File: src/rtl/adc_seq_ctrl.sv
// rtl/adc_seq_ctrl.sv - round-robin ADC channel sequencer with per-channel sample averaging
// Optional conversion timeout: define ADC_SEQ_TIMEOUT_EN.
module adc_seq_ctrl #(
  parameter int NUM_CH   = 2,
  parameter int AVG_LOG2 = 2,
  parameter int TIMEOUT  = 255
) (
  input  logic        adc_clk,
  input  logic        rst,
  input  logic        enable,
  input  logic [7:0]  ch_mask,
  input  logic        adc_ready,
  input  logic [13:0] adc_value,
  input  logic        err_clr,
  output logic        adc_start,
  output logic [2:0]  adc_channel_ind,
  output logic [3:0]  adc_counts,
  output logic [13:0] adc_current_0,
  output logic [13:0] adc_current_1,
  output logic        result_valid,
  output logic [2:0]  result_ch,
  output logic [13:0] result_value,
  output logic        timeout_err
);

  typedef enum logic [2:0] {IDLE, SELECT, START, WAIT, DONE} state_t;

  localparam int         ACC_W    = 14 + AVG_LOG2;
  localparam logic [3:0] NUM_AVG  = 4'(1 << AVG_LOG2);
  localparam logic [7:0] CH_VALID = 8'((1 << NUM_CH) - 1);

  state_t             state_q, state_d;
  logic [2:0]         ptr_q, ptr_d;
  logic [2:0]         ch_q, ch_d;
  logic [3:0]         cnt_q, cnt_d;
  logic [ACC_W-1:0]   acc_q, acc_d;
  logic [13:0]        cur0_q, cur0_d;
  logic [13:0]        cur1_q, cur1_d;
  logic               rv_q, rv_d;
  logic [2:0]         rch_q, rch_d;
  logic [13:0]        rval_q, rval_d;

  logic [7:0]         mask_eff;
  logic               found;
  logic [2:0]         next_ch;
  logic [2:0]         next_ptr;
  logic [ACC_W-1:0]   acc_sum;
  logic               last_sample;
  logic               timeout_hit;

  assign mask_eff    = ch_mask & CH_VALID;
  assign acc_sum     = acc_q + ACC_W'(adc_value);
  assign last_sample = (cnt_q + 4'd1) == NUM_AVG;
  assign next_ptr    = (next_ch == 3'(NUM_CH - 1)) ? 3'd0 : next_ch + 3'd1;

  // Round-robin search: first masked-in channel at or above ptr_q, wrapping at NUM_CH.
  always_comb begin
    int idx;
    found   = 1'b0;
    next_ch = 3'd0;
    idx     = 0;
    for (int i = 0; i < NUM_CH; i++) begin
      idx = int'(ptr_q) + i;
      if (idx >= NUM_CH) idx = idx - NUM_CH;
      if (!found && mask_eff[3'(idx)]) begin
        found   = 1'b1;
        next_ch = 3'(idx);
      end
    end
  end

  always_ff @(posedge adc_clk) begin
    if (rst) begin
      state_q <= IDLE;
      ptr_q   <= '0;
      ch_q    <= '0;
      cnt_q   <= '0;
      acc_q   <= '0;
      cur0_q  <= '0;
      cur1_q  <= '0;
      rv_q    <= 1'b0;
      rch_q   <= '0;
      rval_q  <= '0;
    end else begin
      state_q <= state_d;
      ptr_q   <= ptr_d;
      ch_q    <= ch_d;
      cnt_q   <= cnt_d;
      acc_q   <= acc_d;
      cur0_q  <= cur0_d;
      cur1_q  <= cur1_d;
      rv_q    <= rv_d;
      rch_q   <= rch_d;
      rval_q  <= rval_d;
    end
  end

  always_comb begin
    state_d = state_q;
    case (state_q)
      IDLE:    if (enable && (mask_eff != 8'd0)) state_d = SELECT;
      SELECT:  state_d = (enable && found) ? START : IDLE;
      START:   state_d = WAIT;
      WAIT: begin
        if (timeout_hit)                    state_d = SELECT;
        else if (adc_ready && last_sample)  state_d = DONE;
        else if (adc_ready)                 state_d = START;
      end
      DONE:    state_d = SELECT;
      default: state_d = IDLE;
    endcase
  end

  // Results are registered on the final sample so they are visible during DONE.
  always_comb begin
    ptr_d  = ptr_q;
    ch_d   = ch_q;
    cnt_d  = cnt_q;
    acc_d  = acc_q;
    cur0_d = cur0_q;
    cur1_d = cur1_q;
    rv_d   = 1'b0;
    rch_d  = rch_q;
    rval_d = rval_q;
    case (state_q)
      SELECT: begin
        cnt_d = '0;
        acc_d = '0;
        if (enable && found) begin
          ch_d  = next_ch;
          ptr_d = next_ptr;
        end
      end
      WAIT: begin
        if (adc_ready) begin
          acc_d = acc_sum;
          cnt_d = cnt_q + 4'd1;
          if (last_sample) begin
            rv_d   = 1'b1;
            rch_d  = ch_q;
            rval_d = acc_sum[AVG_LOG2 +: 14];
            if (ch_q == 3'd0) cur0_d = acc_sum[AVG_LOG2 +: 14];
            if (ch_q == 3'd1) cur1_d = acc_sum[AVG_LOG2 +: 14];
          end
        end
      end
      default: ;
    endcase
  end

  always_comb begin
    adc_start       = (state_q == START);
    adc_channel_ind = ch_q;
    adc_counts      = cnt_q;
    adc_current_0   = cur0_q;
    adc_current_1   = cur1_q;
    result_valid    = rv_q;
    result_ch       = rch_q;
    result_value    = rval_q;
  end

`ifdef ADC_SEQ_TIMEOUT_EN
  logic [7:0] wcnt_q, wcnt_d;
  logic       terr_q, terr_d;

  // A set in the same cycle as err_clr wins.
  always_comb begin
    timeout_hit = (state_q == WAIT) && !adc_ready && (wcnt_q == 8'(TIMEOUT - 1));
    wcnt_d      = wcnt_q;
    if (state_q == START)                  wcnt_d = '0;
    else if (state_q == WAIT && !adc_ready) wcnt_d = wcnt_q + 8'd1;
    terr_d = timeout_hit | (terr_q & ~err_clr);
  end

  always_ff @(posedge adc_clk) begin
    if (rst) begin
      wcnt_q <= '0;
      terr_q <= 1'b0;
    end else begin
      wcnt_q <= wcnt_d;
      terr_q <= terr_d;
    end
  end

  assign timeout_err = terr_q;
`else
  logic unused_cfg;
  assign unused_cfg  = err_clr | (TIMEOUT > 255);
  assign timeout_hit = 1'b0;
  assign timeout_err = 1'b0;
`endif

endmodule

File: config.mk
export PLATFORM = sky130hd
export DESIGN_NAME = adc_seq_ctrl
export DESIGN_NICKNAME = d
export VERILOG_FILES = /design/src/rtl/adc_seq_ctrl.sv
export SDC_FILE = /design/constraint.sdc
export NUM_CORES = 1
export LEC_CHECK = 0
export ABC_CLOCK_PERIOD_IN_PS = 2350
export BUFFER_PORTS_ARGS = -buffer_cell sky130_fd_sc_hd__clkbuf_2
export CAP_MARGIN = 10
export CORE_MARGIN = 2
export CORE_UTILIZATION = 49
export DETAILED_ROUTE_END_ITERATION = 7
export PLACE_DENSITY_LB_ADDON = 0.05
export SKIP_LAST_GASP = 1
export SLEW_MARGIN = 20
export SYNTH_ARGS = -nofsm -noshare
export SYNTH_HDL_FRONTEND = slang
export SYNTH_SLANG_ARGS = --single-unit
export TNS_END_PERCENT = 10
File: constraint.sdc
create_clock -name adc_clk -period 2.35 [get_ports adc_clk]
set_clock_uncertainty 0.2 [all_clocks]
set_input_delay 0.47 -clock adc_clk [delete_from_list [all_inputs] [get_ports adc_clk]]
set_output_delay 0.47 -clock adc_clk [all_outputs]
set_load 0.005 [all_outputs]
==> results of run 1 <==
## flip-flops by register name (all words and copies together), names as in the netlist
name / cells
adc_current_0: 14
state_q: 3
acc_q: 16
ptr_q: 3
adc_counts: 4
adc_channel_ind: 3
result_valid: 1
result_value: 14
result_ch: 3
adc_current_1: 14
## power breakdown
part	switching [W]	total, W	internal, W
Combinational	0.0000989	0.000180	0.0000811
Sequential	0.00000474	0.00128	0.00127
Clock	0.000495	0.00121	0.000714
Total	0.000598	0.00267	0.00207
## worst max-delay path, delay by kind of cell, from the launching register on
| family | cells | cell delay [ns] |
|---|---|---|
| xor+xnor | 1 | 0.15 |
| buf+inv | 1 | 0.15 |
| flops | 1 | 0.34 |
| fa+ha+maj | 2 | 0.49 |
| compound gates | 5 | 0.94 |
## repair_timing
item | 4_1_cts | 5_1_grt
cloned | 0 | 0
setup buffers | 1 | 2
setup endpoints to repair | 9 | 39
resized for setup | 0 | 11
pin swaps | 0 | 4
## Yosys cell counts, types with 2 or more instances
cell type   n
dfxtp_1    75
nand2_1    72
a21oi_1    44
nor2_1     28
o21ai_0    21
ha_1       17
a211oi_1   14
nand3b_1   11
clkbuf_1    9
nand2b_1    9
nor3_1      9
a21o_1      8
a22oi_1     8
buf_2       8
nand3_1     7
xnor2_1     7
inv_1       6
a22o_1      5
and3_1      5
nor3b_1     5
a21o_2      4
and2_1      4
xor2_1      4
nor2b_1     3
a2111oi_0   2
a211oi_2    2
a311oi_1    2
buf_1       2
nand4_1     2
nor4_1      2
o21bai_1    2
## cells in the final DEF, fill, tap and decap left out, drive strengths merged, types with 2 or more instances in the layout
cell type,count
a22oi,8
inv,8
a311oi,2
clkbuf,82
and2,4
a21oi,45
nand2,72
xnor2,7
xor2,4
nand3b,11
nor2b,3
a2111oi,2
nor2,28
buf,52
o311ai,2
nand3,7
o21bai,2
bufinv,3
dfxtp,75
nor3b,5
nor4,3
nor3,10
a211oi,16
a21o,12
ha,17
nand2b,9
a22o,5
and3,5
nand4,2
o21ai,23
## routing by layer
layer	GRT usage	vias to the layer above	routed length, microns
li1	-	1729	-
met1	0.301	1547	4080
met2	0.374	72	4260
met3	0.0471	13	358
met4	0.0733	0	141
met5	0	-	0
## cell type report
| cell class | instances | area (sq um) | share of cell area |
|---|---|---|---|
| clock inverters | 7 | 124 | 0.0266 |
| well taps | 99 | 124 | 0.0266 |
| flip-flops and latches | 75 | 1500 | 0.323 |
| repair buffers | 125 | 756 | 0.162 |
| multi-input cells | 319 | 2010 | 0.431 |
| clock buffers | 9 | 124 | 0.0266 |
| inverters | 6 | 22.5 | 0.00483 |
## path summary, 6_finish.rpt
path                                                    from                              to  cells past startpoint
worst max-delay path                   acc_q[0]$_SDFFE_PP0P_  adc_current_0[12]$_SDFFE_PP0P_                      9
worst min-delay path                              ch_mask[1]           ptr_q[0]$_SDFFE_PP0P_                      2
worst max register to register         acc_q[0]$_SDFFE_PP0P_  adc_current_0[12]$_SDFFE_PP0P_                      9
worst min register to register  result_value[1]$_SDFFE_PP0P_    result_value[1]$_SDFFE_PP0P_                      2
## logic make-up after synthesis
kind of cell               count (synthesis)  synth area share
adders and majority gates                 18            0.0652
buffers and inverters                     26            0.0312
other                                      1           0.00105
DFF                                       75             0.421
AOI/OAI and AO/OA                        127             0.235
xor gates and xnor gates                  11            0.0270
and+or+nand+nor                          162             0.220
## metrics by stage
| step | TNS [ns] | instances | utilization | power, W | area [sq um] |
|---|---|---|---|---|---|
| detailed placement | -7.38 | 621 | 0.608 | 0.00148 | 4340 |
| CTS | -0.593 | 638 | 0.644 | 0.00268 | 4590 |
| global route | -2.28 | 640 | 0.653 | 0.00276 | 4660 |
| finish | -0.0654 | 640 | 0.653 | 0.00267 | 4660 |
| global placement | -6.27 | 621 | 0.608 | 0.00148 | 4340 |
| floorplan | -0.499 | 420 | - | 0.00140 | 3570 |
==> impl_metrics.yaml, run 1 <==
logic_synthesis:
  avgSynthCellArea_sq_um: 8.50
  yosys.area.top_type: "dfxtp_1"
  synth_area_sq_um: 3570
  synth_flop_cell: "dfxtp_1"
  ys_types: 54
  syn_inst: 420
  ys_ff_latch: 75
  syn_nets: 465
  yosysWarnings: 0
  ys_seq_area_frac: 0.421
  synthArstFlopShare: 0
  synth-edff-count: 0
  netlist_top_cells_area: "dfxtp_1 (42%), nand2_1 (7.6%), a21oi_1 (6.2%), ha_1 (6.0%), a211oi_1 (2.9%)"
  synth_top_area_share: 0.421
global_route:
  antenna_found_initial: 0
  grt_pass1_vias: 2980
  grt.overflow.total: 0
  grt_use_total: 0.228
  grt_start_max_net_pins: 32
  grt_pass1_wl_microns: 14100
route:
  drc: 0
  routed_wl_microns: 8850
  first_iter_violations: 171
  vias: 3361
  drt-vias-per-instance: 5.25
  wire_per_inst_microns: 13.8
  dr.pass1.iters: 4
  antenna_left: 0
worst_setup_path:
  critPathRequiredTime_ns: 2.38
  worstPathArrival_ns: 2.41
  crit_chain: "ha_4, fa_2, a211o_1, a211oi_4, o21ai_2, a21oi_2, xor2_1, buf_4, o21ai_0"
  critPathKind: "register to register"
  cpPeakStageDelay_ns: 0.34
  r2r_slack_ns: -0.03
  cpMaxStageDelayCell: "dfxtp_2"
  crit_path_start_kind: "register"
  critPathCaptureType: "register"
  crit_fanout: 4
cells_and_area:
  drive_gt1_frac: 0.301
  diodes: 0
  num-fill-cells: 674
  syn_to_final_growth_pct: 30.5
  nNetsFinal: 581
outcome:
  status: "finished with violations"
  violations: "negative setup slack"
clock_tree:
  cts_max_path_buffers: 2
  clock_sinks: 75
  tritoncts: "yes"
  clk_latency_ns: 0.34
  hold_buffers: 0
  clk_pin_slew_ns: 0.08
  root_buffer: "clkbuf_8"
  cts_made_buffers: 9
  h-tree-depth: 3
timing:
  slew_viol_final: 0
  hold_viol: 0
  fin_crit_ns: 2.38
  max-slew-margin-rel: 0.653
  tightest_slew_ns: 0.508
  fin_ws_ns: -0.0271
  fmaxAchievable_mhz: 421
  hold-worst-slack_ns: 0.217
  rsz0062_at_grt: "true"
  post-route-period-util: 1.01
  setup_viol: 3
place:
  preCtsSetupSlack_ns: -0.406
  io_buffers: 73
  place_congestion: 0.838
  dp_hpwl_microns: 6680
floorplan:
  die-height_microns: 89.3
  fp.dieW_microns: 89.3
  die_area_sq_um: 7980
  start_util: 0.500
  core.rowCount: 31
  core_area_sq_um: 7140
  ios: 82
worst_hold_path:
  worst_hold_path_type: "primary input to register"
power:
  pwr_density_cell_nw_per_um2: 572
  ir_drop_mv: 0.362
  p_leak_nw: 2.04
flow_run:
  max_cap_viol_count: 0
(Power assumes the default switching activity.)
==> inputs of run 2 (changes only) <==
==> constraint.sdc (replaced) <==
create_clock -name adc_clk -period 2.35 [get_ports adc_clk]
set_clock_uncertainty 0.2 [all_clocks]
set_input_delay 0.1175 -clock adc_clk [delete_from_list [all_inputs] [get_ports adc_clk]]
set_output_delay 0.1175 -clock adc_clk [all_outputs]
set_load 0.005 [all_outputs]
==> impl_metrics.yaml, run 2 (synthesis results as in run 1) <==
outcome:
  status: "finished with violations"
  violations: "negative setup slack"
route:
  routed_wl_microns: 8980
  drt-vias-per-instance: 5.37
  antenna_left: 0
  wire_per_inst_microns: 14.4
  first_iter_violations: 118
  dr.pass1.iters: 4
  drc: 0
  vias: 3343
timing:
  rsz0062_at_grt: "true"
  fmaxAchievable_mhz: 418
  fin_crit_ns: 2.39
  setup_viol: 5
  max-slew-margin-rel: 0.595
  slew_viol_final: 0
  tightest_slew_ns: 0.597
  hold_viol: 0
  hold-worst-slack_ns: 0.0157
  fin_tns_setup_ns: -0.106
  fin_ws_ns: -0.0445
  post-route-period-util: 1.02
clock_tree:
  root_buffer: "clkbuf_8"
  cts_made_buffers: 9
  clk_pin_slew_ns: 0.09
  tritoncts: "yes"
  clock_sinks: 75
  h-tree-depth: 3
  cts_max_path_buffers: 2
  clk_latency_ns: 0.35
worst_hold_path:
  worst_hold_path_type: "primary input to register"
  holdCritStartpoint: "enable"
cells_and_area:
  syn_to_final_growth_pct: 26.9
  seqCellArea_sq_um: 1500
  nNetsFinal: 563
  finalInstanceArea_sq_um: 4530
  regMostFlops: "acc_q"
  num-fill-cells: 668
  multi_input_area_sq_um: 2000
  drive_gt1_frac: 0.266
  diodes: 0
  stdcell_count: 622
  largest_reg_flops: 16
  final_cell_mix: "dfxtp_1 (73), clkbuf_2 (73), nand2_1 (72)"
worst_setup_path:
  crit_path_start_kind: "register"
  critPathRequiredTime_ns: 2.40
  crit_chain: "ha_4, fa_2, a211o_1, a211oi_2, o31ai_1, a21oi_1, xnor2_1, a22o_1"
  critPathCaptureType: "register"
  worstPathArrival_ns: 2.44
  crit_fanout: 4
  cpMaxStageDelayCell: "dfxtp_2"
  startpoint: "acc_q[0]$_SDFFE_PP0P_"
  cpPeakStageDelay_ns: 0.34
  critPathKind: "register to register"
  worst-path-buf-inv: 0
  worstReg2RegStart: "acc_q[0]$_SDFFE_PP0P_"
  critPathTopFamily: "compound AO/OA/AOI/OAI gates"
power:
  ir_drop_mv: 0.392
  total_power_w: 0.00261
  p_leak_nw: 1.93
  pwr_density_cell_nw_per_um2: 578
place:
  dpl_cell_area_sq_um: 4190
  place_congestion: 0.835
  dp.cells: 600
  dp_hpwl_microns: 6570
  io_buffers: 73
floorplan:
  core.rowCount: 31
  die_area_sq_um: 7980
  ios: 82
  die-height_microns: 89.3
  fp.dieW_microns: 89.3
  core_area_sq_um: 7140
  start_util: 0.500
global_route:
  grt_start_max_net_pins: 36
  grt_pass1_vias: 2988
  grt.overflow.total: 0
  grt_pass1_wl_microns: 14300
  antenna_found_initial: 0
  grt_use_total: 0.233
flow_run:
  max_cap_viol_count: 0
[run 2: timing repair]
action                                  in CTS  in global routing
endpoints found under the hold margin        4                  0
endpoints found under the setup margin      12                 35
pin swaps                                    3                  5
buffers inserted                             0                  1
resized for setup                            1                 10
hold buffers                                 5                  0
[run 2: report_power, final]
group | internal, W | switching (W) | total (W)
Sequential | 0.00127 | 0.00000469 | 0.00128
Combinational | 0.0000771 | 0.0000986 | 0.000176
Clock | 0.000619 | 0.000543 | 0.00116
Total | 0.00197 | 0.000647 | 0.00261
[run 2: layer usage]
layer  global-route usage  wire (microns)  vias to the layer above
li1                     -               -                     1706
met1                0.311            4250                     1558
met2                0.378            4250                       66
met3               0.0369             329                       13
met4               0.0936             157                        0
met5                    0               0                        -
[run 2: final timing paths]
path	depth (start not counted)	slack [ns]	to
max	8	-0.04	acc_q[12]$_SDFFE_PP0P_
min reg2reg	2	0.26	adc_current_0[6]$_SDFFE_PP0P_
min	5	0.02	state_q[1]$_SDFFE_PP0P_
max reg2reg	8	-0.04	acc_q[12]$_SDFFE_PP0P_
[run 2: layout make-up]
type	instances	share of cell area
flip-flops and latches	75	0.332
well taps	99	0.0274
multi-input cells	319	0.442
clock inverters	7	0.0235
inverters	6	0.00498
clock buffers	9	0.0274
repair buffers	107	0.143
[run 2: worst reg2reg max path: stages (launching register included)]
cell	delay (ns)
dfxtp_2	0.34
ha_4	0.16
fa_2	0.34
a211o_1	0.31
a211oi_2	0.26
o31ai_1	0.11
a21oi_1	0.19
xnor2_1	0.15
a22o_1	0.23
[run 2: per-stage QoR]
| stage | setup slack [ns] | utilization |
|---|---|---|
| final | -0.0445 | 0.634 |
| after detailed placement | -0.138 | 0.588 |
| after floorplan | 0.0545 | - |
| after global routing | -0.177 | 0.634 |
| after CTS | -0.0952 | 0.627 |
| after global placement | -0.119 | 0.588 |
==> inputs of run 3 (changes only) <==
- SKIP_CTS_REPAIR_TIMING: unset -> 1
- SLEW_MARGIN: 20 -> unset
==> impl_metrics.yaml, run 3 (synthesis results as in run 1) <==
worst_setup_path:
  worst-path-buf-inv: 1
  r2r-end: "acc_q[12]$_SDFFE_PP0P_"
  cpPeakStageDelay_ns: 0.39
  r2r_slack_ns: -0.21
  critPathKind: "register to register"
  worstPathArrival_ns: 2.61
  crit_fanout: 4
  critPathRequiredTime_ns: 2.40
  critPathTopFamily: "compound AO/OA/AOI/OAI gates"
  worstReg2RegStart: "acc_q[0]$_SDFFE_PP0P_"
  crit_path_start_kind: "register"
  cpMaxStageDelayCell: "fa_2"
  critPathCaptureType: "register"
  ff2ff_path_depth: 9
  crit_chain: "ha_4, fa_2, a211o_1, a211oi_2, buf_4, o31ai_2, a21oi_2, xnor2_2, a22o_1"
timing:
  max-slew-margin-rel: 0.573
  tightest_slew_ns: 0.631
  slew_viol_final: 0
  fin_ws_ns: -0.211
  rsz0062_at_grt: "true"
  hold_viol: 0
  fmaxAchievable_mhz: 391
  fin_crit_ns: 2.56
  setup_viol: 14
  post-route-period-util: 1.09
worst_hold_path:
  min_to: "state_q[1]$_SDFFE_PP0P_"
  worst_hold_path_type: "primary input to register"
  holdCritStartpoint: "enable"
  whs_path_depth: 5
route:
  drt-vias-per-instance: 5.37
  routed_wl_microns: 9000
  wire_per_inst_microns: 14.4
  drc: 0
  antenna_left: 0
  first_iter_violations: 120
  vias: 3348
  dr.pass1.iters: 4
global_route:
  antenna_found_initial: 0
  grt.overflow.total: 0
  grt_use_total: 0.232
  grt_pass1_vias: 2942
  grt_pass1_wl_microns: 14200
  grt_start_max_net_pins: 36
place:
  place_congestion: 0.835
  dp_hpwl_microns: 6570
  preCtsSetupSlack_ns: -0.138
  io_buffers: 73
cells_and_area:
  diodes: 0
  largest_reg_flops: 16
  regMostFlops: "acc_q"
  final_cell_mix: "dfxtp_1 (74), clkbuf_2 (73), nand2_1 (72)"
  nNetsFinal: 564
  drive_gt1_frac: 0.271
  syn_to_final_growth_pct: 27.2
  fin_util: 0.636
  final_common_cell: "dfxtp_1"
flow_run:
  max_cap_viol_count: 0
clock_tree:
  clock_sinks: 75
  cts_made_buffers: 9
  h-tree-depth: 3
  root_buffer: "clkbuf_8"
  tritoncts: "yes"
  clk_pin_slew_ns: 0.09
  clk_latency_ns: 0.35
  cts_max_path_buffers: 2
outcome:
  status: "finished with violations"
  violations: "negative setup slack"
floorplan:
  fp.dieW_microns: 89.3
  core.rowCount: 31
  die_area_sq_um: 7980
  die-height_microns: 89.3
  core_area_sq_um: 7140
  start_util: 0.500
  ios: 82
power:
  ir_drop_mv: 0.389
  pwr_density_cell_nw_per_um2: 576
  p_leak_nw: 1.94
-- run 3: cell type report --
type | count | area (sq um)
clock buffers | 9 | 124
inverters | 6 | 22.5
repair buffers | 108 | 651
well taps | 99 | 124
clock inverters | 7 | 106
fillers | 662 | 2600
flip-flops and latches | 75 | 1500
multi-input cells | 319 | 2010
-- run 3: metrics by stage --
step                hold WS, ns  total power, W  setup TNS [ns]  instance area [sq um]  instances
global placement          0.213         0.00147          -0.557                   4190        600
finish                   0.0106         0.00262           -1.66                   4540        623
CTS                      -0.163         0.00262           -1.10                   4420        616
floorplan                0.0336         0.00140               0                   3570        420
detailed placement        0.221         0.00147          -0.775                   4190        600
global route             0.0817         0.00271           -4.83                   4540        623
-- run 3: power by group --
part / internal (W) / switching (W) / leakage, nW
Sequential: 0.00127 / 0.00000477 / 0.605
Combinational: 0.0000758 / 0.0000968 / 1.22
Clock: 0.000619 / 0.000547 / 0.117
Total: 0.00197 / 0.000648 / 1.94
-- run 3: worst max path at each step --
stage	start	endpoint	slack, ns	depth (start not counted)
after global routing	acc_q[0]$_SDFFE_PP0P_	acc_q[12]$_SDFFE_PP0P_	-0.29	9
final	acc_q[0]$_SDFFE_PP0P_	acc_q[12]$_SDFFE_PP0P_	-0.21	9
after global placement	acc_q[0]$_SDFFE_PP0P_	result_value[12]$_SDFFE_PP0P_	-0.12	8
after CTS	acc_q[0]$_SDFFE_PP0P_	acc_q[14]$_SDFFE_PP0P_	-0.17	8
after floorplan	acc_q[0]$_SDFFE_PP0P_	acc_q[14]$_SDFFE_PP0P_	0.05	8
after detailed placement	acc_q[0]$_SDFFE_PP0P_	result_value[12]$_SDFFE_PP0P_	-0.14	8
-- run 3: routing by layer --
| layer | global-route usage | wire length, microns | vias up |
|---|---|---|---|
| li1 | - | - | 1704 |
| met1 | 0.311 | 4170 | 1574 |
| met2 | 0.374 | 4360 | 58 |
| met3 | 0.0369 | 343 | 12 |
| met4 | 0.0936 | 132 | 0 |
| met5 | 0 | 0 | - |
-- run 3: worst register-to-register path: stages, from the launching register on --
cell      delay [ns]
dfxtp_2         0.34
ha_4            0.16
fa_2            0.39
a211o_1         0.35
a211oi_2        0.24
buf_4           0.15
o31ai_2         0.06
a21oi_2         0.18
xnor2_2         0.13
a22o_1          0.25
